`src/rtl/drv_pkg.sv`:
```
// Shared definitions for the dut host driver.
// Contents: FSM state enum, cfg op encodings, result error bit indices.
package drv_pkg;

  typedef enum logic [2:0] {
    IDLE   = 3'd0,
    CFG_WR = 3'd1,
    CFG_RD = 3'd2,
    LEN    = 3'd3,
    STREAM = 3'd4,
    DONE   = 3'd5
  } drv_state_e;

  localparam logic CFG_OP_WRITE = 1'b1;
  localparam logic CFG_OP_READ  = 1'b0;

  localparam int ERR_TIMEOUT = 0;
  localparam int ERR_CFG     = 1;

endpackage

```
`src/rtl/drv_stream_ctr.sv`:
```
// Datapath for the STREAM phase of the host driver.
// Ports:
//   CLK, RST_N       clock, async active-low reset
//   clr              clear all counters (job accept)
//   seed, len        latched job seed / length
//   stream_act       FSM is in STREAM (idle counter only runs there)
//   din_fire         din method fired this cycle
//   dout_fire        dout method fired this cycle
//   dout_value       byte dequeued from the dut
//   din_value        generated byte: seed + sent (8-bit wrap)
//   sent_done        every byte of the job has been sent
//   recv_done        every byte of the job has been received
//   recv_last        this dout fire receives the final byte
//   timeout_hit      an idle STREAM cycle with the idle counter at TIMEOUT-1
//   recv, sum        received byte count and running checksum
module drv_stream_ctr #(
  parameter int TIMEOUT = 1024,
  parameter int CNT_W   = 16
) (
  input  logic             CLK,
  input  logic             RST_N,
  input  logic             clr,
  input  logic [7:0]       seed,
  input  logic [7:0]       len,
  input  logic             stream_act,
  input  logic             din_fire,
  input  logic             dout_fire,
  input  logic [7:0]       dout_value,
  output logic [7:0]       din_value,
  output logic             sent_done,
  output logic             recv_done,
  output logic             recv_last,
  output logic             timeout_hit,
  output logic [CNT_W-1:0] recv,
  output logic [CNT_W-1:0] sum
);

  localparam int IW = ($clog2(TIMEOUT) < 1) ? 1 : $clog2(TIMEOUT);

  logic [7:0]       sent_q;
  logic [CNT_W-1:0] recv_q;
  logic [CNT_W-1:0] sum_q;
  logic [IW-1:0]    idle_q;
  logic             any_fire;

  assign any_fire    = din_fire || dout_fire;
  assign din_value   = seed + sent_q;
  assign sent_done   = (sent_q == len);
  assign recv_done   = (recv_q == CNT_W'(len));
  assign recv_last   = dout_fire && ((recv_q + CNT_W'(1)) == CNT_W'(len));
  // Counter starts at 0 on STREAM entry, so this trips on the TIMEOUT-th
  // consecutive idle cycle.
  assign timeout_hit = stream_act && !any_fire && (idle_q == IW'(TIMEOUT - 1));
  assign recv        = recv_q;
  assign sum         = sum_q;

  always_ff @(posedge CLK or negedge RST_N) begin
    if (!RST_N) begin
      sent_q <= '0;
      recv_q <= '0;
      sum_q  <= '0;
      idle_q <= '0;
    end else if (clr) begin
      sent_q <= '0;
      recv_q <= '0;
      sum_q  <= '0;
      idle_q <= '0;
    end else begin
      if (din_fire)
        sent_q <= sent_q + 8'd1;
      if (dout_fire) begin
        recv_q <= recv_q + CNT_W'(1);
        sum_q  <= sum_q + CNT_W'(dout_value);
      end
      if (any_fire)
        idle_q <= '0;
      else if (stream_act && !timeout_hit)
        idle_q <= idle_q + IW'(1);
    end
  end

endmodule

```
`src/rtl/dut_host_driver.sv`:
```
// Initiator-side transactor for the dut method interface. Accepts one job,
// writes cfg, programs the length, streams seed-incrementing bytes into din
// while draining dout, then pulses a result with count/checksum/errors.
// Optional feature macro: DRV_CFG_READBACK_EN (adds a cfg read-back check
// after the write; a mismatch sets res_err[1]).
// Ports:
//   CLK, RST_N                    clock, async active-low reset
//   cmd_valid/cmd_ready           job handshake; cmd_len/seed/cfg job fields
//   din_*/dout_*/len_*/cfg_*      method enable/ready pairs to the dut
//   res_valid                     one-cycle result pulse
//   res_count/res_sum/res_err     results, held until the next accept
module dut_host_driver
  import drv_pkg::*;
#(
  parameter logic [7:0] CFG_ADDR = 8'h00,
  parameter int         TIMEOUT  = 1024,
  parameter int         CNT_W    = 16
) (
  input  logic             CLK,
  input  logic             RST_N,
  input  logic             cmd_valid,
  output logic             cmd_ready,
  input  logic [7:0]       cmd_len,
  input  logic [7:0]       cmd_seed,
  input  logic [31:0]      cmd_cfg,
  output logic [7:0]       din_value,
  output logic             din_en,
  input  logic             din_rdy,
  output logic             dout_en,
  input  logic [7:0]       dout_value,
  input  logic             dout_rdy,
  output logic [7:0]       len_value,
  output logic             len_en,
  input  logic             len_rdy,
  output logic [7:0]       cfg_address,
  output logic [31:0]      cfg_data_in,
  output logic             cfg_op,
  output logic             cfg_en,
  input  logic [31:0]      cfg_data_out,
  input  logic             cfg_rdy,
  output logic             res_valid,
  output logic [CNT_W-1:0] res_count,
  output logic [CNT_W-1:0] res_sum,
  output logic [1:0]       res_err
);

  drv_state_e  state, state_n;
  logic [7:0]  len_q, seed_q;
  logic [31:0] cfg_q;
  logic [1:0]  err_q;
  logic        accept, din_fire, dout_fire, stream_act;
  logic        sent_done, recv_done, recv_last, timeout_hit;
  logic        set_to, set_cfg_err;

  assign accept      = cmd_valid && cmd_ready;
  assign din_fire    = din_en && din_rdy;
  assign dout_fire   = dout_en && dout_rdy;
  assign cfg_address = CFG_ADDR;
  assign cfg_data_in = cfg_q;
  assign len_value   = len_q;
  assign res_err     = err_q;

`ifndef DRV_CFG_READBACK_EN
  // Read data only matters for the read-back check.
  logic unused_cfg_rd;
  assign unused_cfg_rd = ^cfg_data_out;
`endif

  drv_stream_ctr #(.TIMEOUT(TIMEOUT), .CNT_W(CNT_W)) u_ctr (
    .CLK        (CLK),
    .RST_N      (RST_N),
    .clr        (accept),
    .seed       (seed_q),
    .len        (len_q),
    .stream_act (stream_act),
    .din_fire   (din_fire),
    .dout_fire  (dout_fire),
    .dout_value (dout_value),
    .din_value  (din_value),
    .sent_done  (sent_done),
    .recv_done  (recv_done),
    .recv_last  (recv_last),
    .timeout_hit(timeout_hit),
    .recv       (res_count),
    .sum        (res_sum)
  );

  always_ff @(posedge CLK or negedge RST_N) begin
    if (!RST_N) state <= IDLE;
    else        state <= state_n;
  end

  always_ff @(posedge CLK or negedge RST_N) begin
    if (!RST_N) begin
      len_q  <= '0;
      seed_q <= '0;
      cfg_q  <= '0;
      err_q  <= '0;
    end else if (accept) begin
      len_q  <= cmd_len;
      seed_q <= cmd_seed;
      cfg_q  <= cmd_cfg;
      err_q  <= '0;
    end else begin
      if (set_to)      err_q[ERR_TIMEOUT] <= 1'b1;
      if (set_cfg_err) err_q[ERR_CFG]     <= 1'b1;
    end
  end

  // Every enable is gated by its own rdy so no method is ever requested
  // against a not-ready dut.
  always_comb begin
    state_n     = state;
    cmd_ready   = 1'b0;
    cfg_en      = 1'b0;
    cfg_op      = CFG_OP_WRITE;
    len_en      = 1'b0;
    din_en      = 1'b0;
    dout_en     = 1'b0;
    res_valid   = 1'b0;
    stream_act  = 1'b0;
    set_to      = 1'b0;
    set_cfg_err = 1'b0;
    case (state)
      IDLE: begin
        cmd_ready = 1'b1;
        if (cmd_valid) state_n = CFG_WR;
      end
      CFG_WR: begin
        cfg_en = cfg_rdy;
`ifdef DRV_CFG_READBACK_EN
        if (cfg_rdy) state_n = CFG_RD;
`else
        if (cfg_rdy) state_n = LEN;
`endif
      end
`ifdef DRV_CFG_READBACK_EN
      CFG_RD: begin
        cfg_op = CFG_OP_READ;
        cfg_en = cfg_rdy;
        if (cfg_rdy) begin
          set_cfg_err = (cfg_data_out != cfg_q);
          state_n     = LEN;
        end
      end
`endif
      LEN: begin
        if (len_q == 8'd0) begin
          state_n = DONE;
        end else begin
          len_en = len_rdy;
          if (len_rdy) state_n = STREAM;
        end
      end
      STREAM: begin
        stream_act = 1'b1;
        din_en     = din_rdy && !sent_done;
        dout_en    = dout_rdy && !recv_done;
        if (recv_last) begin
          state_n = DONE;
        end else if (timeout_hit) begin
          set_to  = 1'b1;
          state_n = DONE;
        end
      end
      DONE: begin
        res_valid = 1'b1;
        state_n   = IDLE;
      end
      default: state_n = IDLE;
    endcase
  end

endmodule
```
`config.mk`:
```
export PLATFORM = sky130hd
export DESIGN_NAME = dut_host_driver
export DESIGN_NICKNAME = d
export VERILOG_FILES = /design/src/rtl/drv_pkg.sv /design/src/rtl/drv_stream_ctr.sv /design/src/rtl/dut_host_driver.sv
export SDC_FILE = /design/constraint.sdc
export NUM_CORES = 1
export LEC_CHECK = 0
export CORE_MARGIN = 5
export CORE_UTILIZATION = 41
export DETAILED_ROUTE_END_ITERATION = 7
export PLACE_DENSITY = 0.76
export SYNTH_ARGS = -nofsm -noshare
export SYNTH_HDL_FRONTEND = slang
export SYNTH_HIERARCHICAL = 1
export SYNTH_SLANG_ARGS = --single-unit
export TNS_END_PERCENT = 20
```
`constraint.sdc`:
```
create_clock -name CLK -period 2.9 [get_ports CLK]
set_clock_uncertainty 0.1 [all_clocks]
set_input_delay 0.58 -clock CLK [delete_from_list [all_inputs] [get_ports CLK]]
set_output_delay 0.58 -clock CLK [all_outputs]
set_load 0.02 [all_outputs]
```
### Yosys cells after proc, flatten, opt, wreduce, memory -nomap -nowiden

Index checks and enable logic that the tools add are counted.

* word-level logic and storage cells: 76
* output and inout port bits: 97
* register bits after elaboration: 102
* input bits: 95

* mux-type cells: 29
* add/subtract/negate cells: 5
* equality and inequality tests: 12
* reduce and logical (&&, ||, !) cells: 21

Operators by type and width (number)
* $mux W16: 4
* $eq A16 B8 Y1: 2
* $mux W10: 3
* $mux W3: 6
* $add A16 B1 Y16 const B: 1
* $add A16 B8 Y16: 1
* $mux W8: 2
* $mux W1: 13
* $pmux W3 S4: 1
* $add A10 B1 Y10 const B: 1
* $eq A10 B10 Y1 const B: 1
* $logic_and A1 B1 Y1: 9
* $add A8 B1 Y8 const B: 1
* $add A8 B8 Y8: 1
* $eq A8 B8 Y1: 1
* $logic_not A8 Y1: 1
* $eq A3 B3 Y1 const B: 2
* $reduce_bool A2 Y1: 3
* $logic_not A1 Y1: 4
* $ne A2 B2 Y1 const B: 2
* $reduce_and A4 Y1: 1
* $eq A3 B1 Y1 const B: 1
* $eq A3 B2 Y1 const B: 1
* $logic_not A3 Y1: 1
* 4 further kinds: 4

### Longest topological paths before layout

Gate-level depths: netlist of run 1.

* depth in word-level cells: 14
* depth in mapped cells: 14
* gate-level depth less buffers: 11

### Cells and area by module

The synthesis of run 1 kept the hierarchy.

By module, submodules not included
* drv_stream_ctr: area an instance 3520.9 µm², seq. area each 1251.2 µm², cells an instance 399, times used 1
* dut_host_driver: area an instance 2228.4 µm², seq. area each 1301.2 µm², cells an instance 149, times used 1

### Worst setup path after synthesis of run 1

OpenSTA, ideal clock, no wires.

* path kind: flip-flop to flip-flop
* start: register u_ctr.recv_q[12], in the netlist u_ctr/recv[12]
* end: register u_ctr.idle_q[1]
* path slack: 0.061 ns
* setup time: 0.132 ns
* cell stages (with the launch flop): 12
* data required time: 2.668 ns
* arrival: 2.607 ns
* buffers on the path: 1
* clock period less this slack: 2.839 ns
* cells stage by stage: dfrtp_1 or4_1 nor2_1 nand4_1 nor4_1 nor3b_1 buf_2 and4bb_2 nand2_1 o21ai_0 mux2i_1 nor2_1

* longest elaborated chain between the ends: 12
* elaborated cells on any way between the ends: 14
* those cells by class: eq/ne (1); mux (3); reduce/logical (10)

RTL lines
* start: declaration: RTL line drv_stream_ctr.sv:41 `logic [CNT_W-1:0] recv_q;`
* start signal: assignment: RTL line drv_stream_ctr.sv:72 `recv_q <= recv_q + CNT_W'(1);`
* $eq A16 B8 Y1 (*): RTL line drv_stream_ctr.sv:49 `assign recv_done = (recv_q == CNT_W'(len));`
* named net recv_done: RTL line dut_host_driver.sv:52 `logic sent_done, recv_done, recv_last, timeout_hit;`
* $logic_not A1 Y1 (*): RTL line dut_host_driver.sv:158 `dout_en = dout_rdy && !recv_done;`
* $logic_and A1 B1 Y1 (*): RTL line dut_host_driver.sv:158
* $mux W1 (*): RTL line dut_host_driver.sv:124 `case (state)`
* $logic_and A1 B1 Y1 (*): RTL line dut_host_driver.sv:57 `assign dout_fire = dout_en && dout_rdy;`
* named net dout_fire: RTL line dut_host_driver.sv:51 `logic accept, din_fire, dout_fire, stream_act;`
* $logic_or A1 B1 Y1 (*): RTL line drv_stream_ctr.sv:46 `assign any_fire = din_fire || dout_fire;`
* $logic_not A1 Y1: RTL line drv_stream_ctr.sv:53 `assign timeout_hit = stream_act && !any_fire && (idle_q == IW'(TIMEOUT - 1));`
* $logic_and A1 B1 Y1 (2 in series): RTL line drv_stream_ctr.sv:53
* $logic_not A1 Y1: RTL line drv_stream_ctr.sv:77 `else if (stream_act && !timeout_hit)`
* $logic_and A1 B1 Y1: RTL line drv_stream_ctr.sv:77
* $reduce_bool A3 Y1 (no source line)
* end signal: assignment: RTL line drv_stream_ctr.sv:78 `idle_q <= idle_q + IW'(1);`
* end: declaration: RTL line drv_stream_ctr.sv:43 `logic [IW-1:0] idle_q;`

Mark *: on every way through the listed nets, which the timed path passes. The rest lies on a longest branch.
A chain may end at the register's enable or synchronous reset.

### Worst setup path after layout of run 1

* start: register seed_q[1]
* end: output port din_value[5]

* longest elaborated chain between the ends: 1

RTL lines
* start: declaration: RTL line dut_host_driver.sv:48 `logic [7:0] len_q, seed_q;`
* start signal: assignment: RTL line dut_host_driver.sv:101 `seed_q <= cmd_seed;`
* $add A8 B8 Y8: RTL line drv_stream_ctr.sv:47 `assign din_value = seed + sent_q;`
* end: declaration: RTL line dut_host_driver.sv:26 `output logic [7:0] din_value,`

No other way between the ends.

==> out/results.tsv, run 1 <==
stage	metric	value	unit
setup_path	crit_buf_inv	1	
setup_path	crit_cells	7	
layout	drive_gt1_share	17.9	%
yosys	ys.flop_type	dfrtp_1	
route	drt-pass1-iter-count	5	
placed_design	port_buffers	149	
global_route	grt_pass1_vias	5147	
floorplan	core	13800	sq um
route	wirelength	15100	um
floorplan	die_width	128	um
floorplan	die-area	16500	sq um
placed_design	place_inst	891	
setup_path	path_cells	ha_1 -> a21o_1 -> a21oi_2 -> o21ai_1 -> nor2_1 -> xnor2_1 -> clkdlybuf4s15_1	
power_and_ir_drop	netSwitchingPower	2.54	mW
floorplan	start_util	41.6	%
yosys	synth_common_cells	dfrtp_1 (102), nor2_1 (53), mux2_2 (38), xor2_1 (35), nand2_1 (27)	
cts	holdBufCountCts	0	
timing	fmax	0.350	GHz
placed_design	hpwlAfterDp	11300	um
setup_path	reg2reg_depth	12	
yosys	ys_seq_area_share	44.4	%
timing	min_period	2.86	ns
floorplan	pin_count	192	
timing	fin_crit_sh	98.5	%
layout	num_antenna_cells	0	
route	viasPerCell	5.32	
setup_path	crit_fanout	3	
global_route	grt_max_degree	92	
yosys	synth_edf_count	0	
global_route	antenna_found_initial	0	
route	vias	4826	
job	max_cap_viol_count	0	
cts	htreeDepth	3	
route	drt-initial-drc-count	205	
layout	stdcell_area	7960	sq um
timing	worst_pin_slew	0.813	ns
timing	slew_headroom	45.4	%
setup_path	worst_setup_path_start_kind	flop	
power_and_ir_drop	ir_drop	633	uV
yosys	yosys.area.top_type_share	44.4	%
cts	cts_setup_buffers	0	
yosys	synth.distinct_cells	58	
global_route	grt_pass1_wl	25000	um
layout	finalNetCount	837	
power_and_ir_drop	p_leak	3.43	nW
yosys	synthArstFlopShare	100	%
route	detail-route-antenna-nets	0	
cts	clk_pin_slew	0.07	ns
timing	hold_violations	0	
cts	cts-root-buf	clkbuf_16	
layout	areaGrowthSynthToFinish	38.4	%
setup_path	critPathSlowestCell	dfrtp_1	
yosys	synth_area_leaders	dfrtp_1 (44%), mux2_2 (7.4%), xor2_1 (5.3%), ha_1 (3.9%), nor2_1 (3.5%)	
run_status	status	finished clean	
setup_path	endpoint_kind	primary output	
global_route	grt_remaining_overflow	0	
power_and_ir_drop	power_density	847	nW/um^2
cts	clkLatencyLatePin	0.35	ns
cts	clock-sinks	102	
power_and_ir_drop	swShare	37.7	%
yosys	netlist_area	5750	sq um
setup_path	arrival	2.18	ns
route	post-route-drc-count	0	
cts	ctsLongestPathBuffers	2	
power_and_ir_drop	internal_power	4.20	mW
power_and_ir_drop	clkPwrFrac	18.0	%
placed_design	gp_congestion	0.856	
yosys	synth.most_common_cell	dfrtp_1	
cts	cts_tree	yes	
yosys	syn_inst	548	
floorplan	die_h	128	um
timing	hold-worst-slack	0.101	ns
setup_path	max_stage_delay	0.42	ns
yosys	ys_warn_count	6	
floorplan	row_count	43	
setup_path	crit_family	compound AO/OA/AOI/OAI gates	
power_and_ir_drop	p_comb_share	48.7	%
cts	cts_buffers	9	
setup_path	crit_type	flop to primary output	
min_path	hold_path_class	input pin to async pin	
placed_design	placed_area	7600	sq um
power_and_ir_drop	seqPwrFrac	33.3	%
timing	finalMaxSlewViolations	0	
route	routedWlPerCell	16.7	um
yosys	synth-seq-cells	102	
timing	rsz0062_at_grt	yes	
yosys	avgSynthCellArea	10.5	sq um
setup_path	crit_required	2.22	ns
layout	instances_no_fill	907	
global_route	grtUsageTotal	18.8	%
yosys	yosysTopAreaCell	dfrtp_1	
timing	setup_violations	0	
metal layers:
layer / wire length, um / vias to the layer above / part of all wire, % / GRT usage, %
li1: - / 2286 / - / -
met1: 6010 / 2331 / 40 / 22.3
met2: 7370 / 187 / 49 / 31.7
met3: 1490 / 22 / 9.9 / 6.89
met4: 252 / 0 / 1.7 / 6.62
met5: 0 / - / 0 / 0
stage by stage:
stage                     worst slack (ns)  utilization [%]  total power, mW  TNS [ns]
after floorplan                     0.0607                -             4.16         0
after global placement              -0.164             55.0             5.46    -0.288
after detailed placement            -0.163             55.0             5.56    -0.667
after CTS                          -0.0309             57.3             6.81   -0.0583
after global routing               -0.0541             57.6             7.16    -0.181
final                               0.0449             57.6             6.74         0
power by group through the flow:
stage                     Combinational [mW]  Sequential (mW)  Clock [mW]
after floorplan                         1.56             2.60           0
after global placement                  3.23             2.23           0
after detailed placement                3.30             2.26           0
after CTS                               3.31             2.25        1.25
after global routing                    3.54             2.31        1.31
final                                   3.28             2.24        1.22
cells in the final DEF (no fill, tap or decap), types with 4 or more instances in the layout:
cell / instances
inv_1: 14
mux2_2: 38
nand2_1: 26
clkdlybuf4s50_1: 139
nand4_1: 17
nor3b_1: 6
dfrtp_1: 102
ha_1: 17
mux2_4: 10
a211oi_1: 4
o21ai_0: 15
nor2_1: 53
or3_1: 16
buf_4: 42
xor2_1: 35
nor3_1: 9
nand3_1: 18
a21oi_1: 22
o211ai_1: 6
nor2b_1: 4
conb_1: 10
mux2i_1: 6
and3_1: 5
clkbuf_16: 9
xnor2_1: 22
what timing repair did:
item / 4_1_cts / 5_1_grt
gates resized for setup: 30 / 9
pin swaps: 2 / 5
cloned: 0 / 0
endpoints found under the setup margin: 11 / 10
final timing paths:
check	startpoint	endpoint	slack, ns
min	RST_N	cfg_data_in[6]	0.10
min reg2reg	cfg_data_in[14]	cfg_data_in[14]	0.41
max reg2reg	u_ctr/recv[12]	u_ctr/idle_q[6]	0.19
max in group asynchronous	RST_N	cfg_data_in[27]	1.90
min in group CLK	cfg_data_in[14]	cfg_data_in[14]	0.41
max	seed_q[1]	din_value[5]	0.04
final cells by class:
type	count	area, sq um
clock buffers	9	225
clock inverters	7	73.8
fillers	1163	5870
inverters	14	52.6
multi-input cells	405	3010
flip-flops and latches	102	2550
well taps	180	225
repair buffers	190	1820
state kept, by name, summed over array words and instances (netlist names):
| signal | flops |
|---|---|
| cfg_data_in | 32 |
| u_ctr/recv | 16 |
| seed_q | 8 |
| u_ctr/idle_q | 10 |
| state | 3 |
| res_err | 1 |
| u_ctr/sum | 16 |
| len_value | 8 |
| u_ctr/sent_q | 8 |
cells by family after synthesis:
| logic type | share of synthesized area [%] |
|---|---|
| flip-flops | 44.4 |
| AND/OR/NAND/NOR | 17.2 |
| other | 0.131 |
| adder cells (fa/ha/maj) | 4.61 |
| XOR/XNOR | 8.68 |
| AO/OA/AOI/OAI | 8.94 |
| buffers and inverters | 4.96 |
| multiplexers | 11.1 |
(Power assumes the default switching activity.)
==> run 2: changes to the inputs <==
SYNTH_HIERARCHICAL = default   (was 1)
==> out/results.tsv, run 2 <==
stage	metric	value	unit
yosys	synthArstFlopShare	100	%
cts	clk_pin_slew	0.07	ns
route	drt-initial-drc-count	180	
route	routedWlPerCell	14.6	um
layout	largest_register_ffs	32	
route	viasPerCell	4.92	
yosys	ys_seq_area_share	45.8	%
yosys	avgSynthCellArea	8.84	sq um
timing	fin_crit_sh	97.6	%
timing	rsz0062_at_grt	yes	
cts	clock-sinks	102	
timing	setup_violations	0	
timing	finalMaxSlewViolations	0	
route	detail-route-antenna-nets	0	
timing	hold-worst-slack	0.127	ns
layout	most-common-layout-cells	nand2_1 (170), clkdlybuf4s50_1 (142), dfrtp_1 (102)	
cts	holdBufCountCts	0	
timing	worst_pin_slew	0.657	ns
timing	slew_headroom	56.2	%
yosys	synth_area_leaders	dfrtp_1 (46%), nand2_1 (12%), xnor2_1 (6.3%), ha_1 (4.0%), nor2_1 (3.4%)	
setup_path	arrival	2.15	ns
min_path	hold_path_class	input pin to async pin	
yosys	yosys.area.top_type_share	45.8	%
setup_path	r2r_end	state[0]	
yosys	synth_common_cells	nand2_1 (171), dfrtp_1 (102), nor2_1 (50), xnor2_1 (40), nand3_1 (28)	
cts	cts_tree	yes	
yosys	yosysTopAreaCell	dfrtp_1	
power_and_ir_drop	power_density	829	nW/um^2
route	post-route-drc-count	0	
yosys	netlist_area	5580	sq um
power_and_ir_drop	totalPowerFinal	6.42	mW
layout	fin_util	58.3	%
layout	stdcell_area	7740	sq um
floorplan	row_count	42	
global_route	grt_max_degree	60	
cts	clkLatencyLatePin	0.35	ns
run_status	status	finished clean	
yosys	synth.distinct_cells	58	
layout	drive_gt1_share	11.5	%
global_route	grt_pass1_wl	23800	um
global_route	grt_pass1_vias	4839	
timing	hold_violations	0	
yosys	ys_warn_count	0	
setup_path	reg2reg_depth	9	
yosys	syn_inst	631	
layout	n_fill_cell	1150	
route	vias	4834	
cts	htreeDepth	3	
placed_design	hpwlAfterDp	10700	um
floorplan	die_h	127	um
floorplan	pin_count	192	
floorplan	start_util	41.9	%
setup_path	endpoint_kind	primary output	
timing	final.setup.tns	0	ns
power_and_ir_drop	ir_drop	467	uV
cts	ctsLongestPathBuffers	2	
yosys	ys.flop_type	dfrtp_1	
layout	areaGrowthSynthToFinish	38.9	%
layout	num_antenna_cells	0	
placed_design	gp_congestion	0.857	
layout	instances_no_fill	982	
placed_design	port_buffers	149	
route	wirelength	14300	um
floorplan	die-area	16000	sq um
power_and_ir_drop	p_leak	3.57	nW
route	drt-pass1-iter-count	4	
job	max_cap_viol_count	0	
layout	layout_commonest_cell	nand2_1	
setup_path	crit_type	flop to primary output	
timing	layout_setup_ws	0.0694	ns
yosys	synth_edf_count	0	
cts	cts_buffers	9	
cts	cts-root-buf	clkbuf_16	
placed_design	place_ws	-0.220	ns
setup_path	crit_required	2.22	ns
setup_path	worst_setup_path_start_kind	flop	
global_route	grtUsageTotal	18.1	%
setup_path	crit_fanout	2	
placed_design	place_inst	965	
floorplan	core	13300	sq um
global_route	antenna_found_initial	0	
yosys	synth.most_common_cell	nand2_1	
global_route	grt_remaining_overflow	0	
yosys	synth-seq-cells	102	
timing	fmax	0.353	GHz
layout	finalNetCount	916	
setup_path	rrSetupSlack	0.27	ns
placed_design	placed_area	7410	sq um
floorplan	die_width	127	um
timing	min_period	2.83	ns
setup_path	r2r_start	u_ctr.recv[1]	
[run 2: repair_timing]
action	in CTS	in global routing
pin swaps	0	8
resized for setup	21	13
buffers inserted	0	1
setup endpoints to repair	6	10
[run 2: worst max path at each step]
stage,from,to,slack (ns),depth (start not counted)
2_1_floorplan,u_ctr.sent_q[0],din_value[6],0.34,9
3_3_place_gp,dout_value[0],u_ctr.sum[14],-0.20,11
3_5_place_dp,dout_value[0],u_ctr.sum[14],-0.22,11
4_1_cts,seed_q[1],din_value[5],-0.05,8
5_1_grt,seed_q[0],din_value[6],-0.06,10
6_report,seed_q[0],din_value[6],0.07,10
[run 2: critical path, stage by stage (launching register included)]
cell and delay (ns):
dfrtp_1 0.36, ha_2 0.19, inv_2 0.04, fa_2 0.38
inv_2 0.07, a21oi_2 0.04, o21bai_1 0.18, a21o_1 0.16
a21oi_2 0.06, xnor2_1 0.16, buf_4 0.16
[run 2: cells by family (layout without fill, tap and decap cells)]
kind of cell	Yosys count	in the layout	share of synthesized area, %
and+or+nand+nor	316	316	25.6
other	2	10	0.135
AOI/OAI and AO/OA	75	75	8.50
buffers and inverters	52	219	5.09
adders and majority gates	20	20	4.76
xor gates and xnor gates	60	60	9.42
muxes	4	4	0.718
DFF	102	102	45.8
[run 2: power breakdown]
group / internal, mW / switching [mW] / total (mW)
Clock: 0.631 / 0.534 / 1.17
Sequential: 1.82 / 0.301 / 2.13
Combinational: 1.42 / 1.71 / 3.13
[run 2: metal layers]
layer	vias to the layer above	GRT usage (%)	share of wire [%]
li1	2422	-	-
met1	2264	22.9	43
met2	129	29.5	47
met3	19	5.51	7.4
met4	0	6.50	1.9
met5	-	0	0
[run 2: cell type report]
class	count	area [sq um]	share of cell area, %
sequential	102	2550	33.0
multi-input combinational	485	2830	36.5
inverter	16	60.1	0.775
clock inverter	4	31.3	0.404
timing repair buffer	187	1790	23.2
clock buffer	12	256	3.31
tap	176	220	2.84
==> RTL edit 1 (flow settings as in run 1) <==
`TIMEOUT` is set to 1024 in 2 places; all go to 256.
--- a/src/rtl/drv_stream_ctr.sv
+++ b/src/rtl/drv_stream_ctr.sv
@@ -15,5 +15,5 @@
 //   recv, sum        received byte count and running checksum
 module drv_stream_ctr #(
-  parameter int TIMEOUT = 1024,
+  parameter int TIMEOUT = 256,
   parameter int CNT_W   = 16
 ) (
--- a/src/rtl/dut_host_driver.sv
+++ b/src/rtl/dut_host_driver.sv
@@ -14,5 +14,5 @@
 #(
   parameter logic [7:0] CFG_ADDR = 8'h00,
-  parameter int         TIMEOUT  = 1024,
+  parameter int         TIMEOUT  = 256,
   parameter int         CNT_W    = 16
 ) (
Check against the original RTL: no difference found for any inputs over 4 cycles, from zero or initial values and one cycle with RST_N low; that may be too few to reach the edited logic, so the function may still have changed.
==> RTL edit 1 against run 1 <==
  * Global-route usage shrank 0.45 points
  * Sequential cell count fell by 2
  * Synthesized area shrank 2.5%
  * Clock power rose by 8%
  * Setup slack got worse by 29 ps
  * Final area is 1.2% lower
  * Wire length fell by 2.5%
  * Total power up 2.8%
  * Largest power group unchanged
==> RTL edit 1: results (changes against run 1) <==
status finished, final reports clean (unchanged); Worst R2R Start u_ctr/recv[6]$_DFFE_PN0P_ (was u_ctr/recv[12]$_DFFE_PN0P_); dpl cell area 7497 um2 (was 7599 um2); number of library cell types mapped by synthesis 59 (was 58); dpl cells 870 (was 891); gr usage total 0.1839 (was 0.1884); Critical Path AT 2200 ps (was 2180 ps); asr flop ratio synth 1.000 (unchanged); pre-CTS setup slack -153.4 ps (was -162.6 ps); nets 820 (was 837); final std cells w/o fill 886 (was 907); hold slack 115.4 ps (was 101.5 ps); Layout fillers 1158 (was 1163); reg2reg end u_ctr/recv[11]$_DFFE_PN0P_ (was u_ctr/idle_q[6]$_DFFE_PN0P_); Slowest-stage cell, CP dfrtp_1 (unchanged); Peak VDD IR 0.0006339 V (was 0.0006332 V); Pleak 0.003416 uW (was 0.003434 uW); global-route wire length before repair 23.94 mm (was 25.00 mm); Tightest Pin Transition 598.9 ps (was 812.6 ps); cell family with the largest share of critical-path delay compound AO/OA/AOI/OAI gates (unchanged); synthesized instance count 521 (was 548); Synth area leaders dfrtp_1 45%, mux2_2 7.8%, xnor2_1 5.0% (was dfrtp_1 44%, mux2_2 7.4%, xor2_1 5.3%); Critical Path Sink din_value[7] (was din_value[5]); FF-to-FF setup slack 140 ps (was 190 ps); detailed-route via count 4604 (was 4826); top cell type's share of synthesized area 0.4462 (was 0.4440); CP max stage delay 390 ps (was 420 ps); wire per inst 16.64 um (was 16.68 um); Post-DP HPWL 11.02 mm (was 11.34 mm); Pre-antenna DRT Iters 4 (was 5); register area share after synthesis 0.4462 (was 0.4440); Worst Path Max Fanout 2 (was 3); largest net degree at the start of global routing 91 (was 92); violation count after the first detailed-route iteration 257 (was 205); Reg area 2502 um2 (was 2552 um2); GP Congestion 0.8203 (was 0.8557); vias in the first global route 4755 (was 5147)
==> RTL edit 1: changes by cell type in the layout (fill, tap and decap cells not counted), sizes merged, moves of 3 or more <==
cell	before	now
nand2	27	24
o21ai	17	12
nand4	17	11
buf	44	48
and4	5	2
o2111ai	3	0
xor2	35	26
nor3	10	15
xnor2	22	32
nor2	53	49
or3	16	13
o211ai	6	1
o311ai	0	3
==> RTL edit 1: worst register-to-register path, delay by kind of cell (launching register included) <==
kind                      cells  cell delay (ps)
xor gates and xnor gates      2              350
and+or+nand+nor               8             1430
DFF                           1              390
buffers and inverters         2              370
==> RTL edit 1: what timing repair did <==
action,CTS,global route
pin swaps,1,5
buffers inserted,0,0
endpoints found under the setup margin,8,9
cloned,0,0
gates resized for setup,20,11
==> RTL edit 1: logic make-up after synthesis <==
kind of cell,after synthesis,synth area share
AND/OR/NAND/NOR,169,0.1618
flip-flops,100,0.4462
AO/OA/AOI/OAI,72,0.08635
XOR/XNOR,58,0.09059
multiplexers,56,0.1176
buffers and inverters,44,0.04886
adder cells (fa/ha/maj),20,0.04730
other,2,0.001339
==> RTL edit 1: cell type report <==
class / instances / area share
clock buffers: 9 / 0.02865
clock inverters: 7 / 0.01258
well taps: 176 / 0.02802
inverters: 15 / 0.007163
flip-flops and latches: 100 / 0.3184
multi-input cells: 385 / 0.3703
repair buffers: 194 / 0.2350
==> RTL edit 1: metal layers <==
metal	wire, um	track usage	share of wire
met1	6165	0.2234	0.42
met2	7406	0.3126	0.50
met3	761	0.04119	0.052
met5	0	0	0
met4	411	0.08139	0.028
==> RTL edit 1: power breakdown <==
group / total (uW) / internal (uW) / switching (uW)
logic: 3430 / 1750 / 1680
registers: 2180 / 1830 / 357
clock network: 1320 / 761 / 556
total: 6930 / 4340 / 2590
==> RTL edit 2 (config.mk and constraints of run 1) <==
Without the edit above. The 6 states of `drv_state_e` get a one-hot encoding in 6 bits.
--- a/src/rtl/drv_pkg.sv
+++ b/src/rtl/drv_pkg.sv
@@ -3,11 +3,11 @@
 package drv_pkg;
 
-  typedef enum logic [2:0] {
-    IDLE   = 3'd0,
-    CFG_WR = 3'd1,
-    CFG_RD = 3'd2,
-    LEN    = 3'd3,
-    STREAM = 3'd4,
-    DONE   = 3'd5
+  typedef enum logic [5:0] {
+    IDLE   = 6'b000001,
+    CFG_WR = 6'b000010,
+    CFG_RD = 6'b000100,
+    LEN    = 6'b001000,
+    STREAM = 6'b010000,
+    DONE   = 6'b100000
   } drv_state_e;
 
Behaviour: same outputs for any inputs over 4 cycles, from zero or initial values and one cycle with RST_N low; so few cycles prove little.
==> RTL edit 2 against run 1 <==
  * Global-route usage decreased by 0.19 points
  * Synthesized area increased by 1.2%
  * Setup slack got worse by 15 ps
  * Largest power group unchanged
  * Critical endpoint is now din_value[6]
  * Non-clock buffer count increased by 5
  * Sequential cell count increased by 2
  * Total power decreased by 11%
  * Final area increased by 1.6%
  * Wire length increased by 1.1%
==> RTL edit 2: results (changes against run 1) <==
met2 Usage GRT 0.3238 (was 0.3166); Peak VDD IR 0.0005556 V (was 0.0006332 V); violation count after the first detailed-route iteration 259 (was 205); min Tclk post-route 2870 ps (was 2855 ps); Clock H-tree levels 3 (unchanged); post-CTS setup repair buffer count 0 (unchanged); register area share after synthesis 0.4474 (was 0.4440); Post-Route WL 15.30 mm (was 15.13 mm); post-cts sizing count 22 (was 30); Synth area leaders dfrtp_1 44%, mux2_2 8.7%, xor2_1 5.4% (was dfrtp_1 44%, mux2_2 7.4%, xor2_1 5.3%); global-route wire length before repair 25.08 mm (was 25.00 mm); share of cells above drive strength 1 0.1763 (was 0.1788); number of library cell types mapped by synthesis 62 (was 58); asr flop ratio synth 1.000 (unchanged); hold slack 81.07 ps (was 101.5 ps); Clk power 1290 uW (was 1220 uW); largest net degree at the start of global routing 82 (was 92); Total Power 6010 uW (was 6740 uW); vias in the first global route 5199 (was 5147); dpl cell area 7719 um2 (was 7599 um2); synth cell count leaders 103 x dfrtp_1, 58 x nor2_1, 45 x mux2_2 (was 102 x dfrtp_1, 53 x nor2_1, 38 x mux2_2); clk cell area share 0.03884 (was 0.03757); metal2 WL 7.745 mm (was 7.373 mm); sequential power 2090 uW (was 2240 uW); nets 853 (was 837); Pleak 0.003480 uW (was 0.003434 uW); Layout fillers 1207 (was 1163); Pre-antenna DRT Iters 5 (unchanged); sequential share of cell area 0.3220 (was 0.3207); detailed-route via count 4928 (was 4826); Synth Flop Type dfrtp_1 (unchanged); Worst Path Max Fanout 2 (was 3); gr usage total 0.1865 (was 0.1884); status finished, final reports clean (unchanged); FF-to-FF setup slack 130 ps (was 190 ps); CP max stage delay 400 ps (was 420 ps); Multi-input comb cells 414 (was 405); Tightest Pin Transition 684.7 ps (was 812.6 ps); clock buf count 11 (was 9); met1 Resource Use GR 0.2192 (was 0.2227); Synth Warn # 6 (unchanged); pre-CTS setup slack -224.9 ps (was -162.6 ps); footprint of the multi-input gates 3029 um2 (was 3013 um2); GP Congestion 0.8762 (was 0.8557); synthesized area 5819 um2 (was 5749 um2); WL met3 1.197 mm (was 1.492 mm); P_int 3918 uW (was 4196 uW); Buffers excl. clock 195 (was 190); Metal-1 WL 6.081 mm (was 6.007 mm); M3 GR Usage 0.06472 (was 0.06891); buffer share of cell area 0.2301 (was 0.2283); post-synthesis register bit count 104 (was 102); Post-DP HPWL 11.54 mm (was 11.34 mm)
==> RTL edit 2: cell types whose count changed after synthesis, sizes merged, moves of 2 or more <==
cell and change:
or4 +3, nand2 -3, nand3 +3, a21oi -2, nor4 -2, nor2 +5, o31ai +2
==> RTL edit 2: logic make-up (layout without fill, tap and decap cells) <==
kind of cell / count (synthesis) / in the layout / share of synthesized area
compound gates: 79 / 79 / 0.08794
xor+xnor: 58 / 58 / 0.08729
fa+ha+maj: 20 / 20 / 0.04558
buf+inv: 49 / 225 / 0.04902
flops: 104 / 104 / 0.4474
mux: 54 / 54 / 0.1032
other cells: 2 / 10 / 0.001291
simple gates: 193 / 193 / 0.1782
==> RTL edit 2: worst max-delay path: cells and delay by family, from the launching register on <==
| family | cells | cell delay, ps |
|---|---|---|
| AO/OA/AOI/OAI | 4 | 610 |
| XOR/XNOR | 1 | 130 |
| adder cells (fa/ha/maj) | 2 | 530 |
| buffers and inverters | 1 | 170 |
| flip-flops | 1 | 400 |
==> RTL edit 2: path summary, 6_finish.rpt <==
kind,start,to,cells after the start
worst min register to register,cfg_data_in[24]$_DFFE_PN0P_,cfg_data_in[24]$_DFFE_PN0P_,1
worst min-delay path,RST_N,u_ctr/sum[3]$_DFFE_PN0P_,1
worst max register to register,u_ctr/recv[11]$_DFFE_PN0P_,u_ctr/idle_q[1]$_DFFE_PN0P_,12
max in group asynchronous,RST_N,cfg_data_in[27]$_DFFE_PN0P_,2
min in group CLK,cfg_data_in[24]$_DFFE_PN0P_,cfg_data_in[24]$_DFFE_PN0P_,1
worst max-delay path,seed_q[0]$_DFFE_PN0P_,din_value[6],8
==> RTL edit 2: per-stage QoR <==
step | cells | util
floorplan | 567 | -
global placement | 907 | 0.5561
detailed placement | 907 | 0.5561
CTS | 923 | 0.5791
global route | 923 | 0.5825
finish | 923 | 0.5825
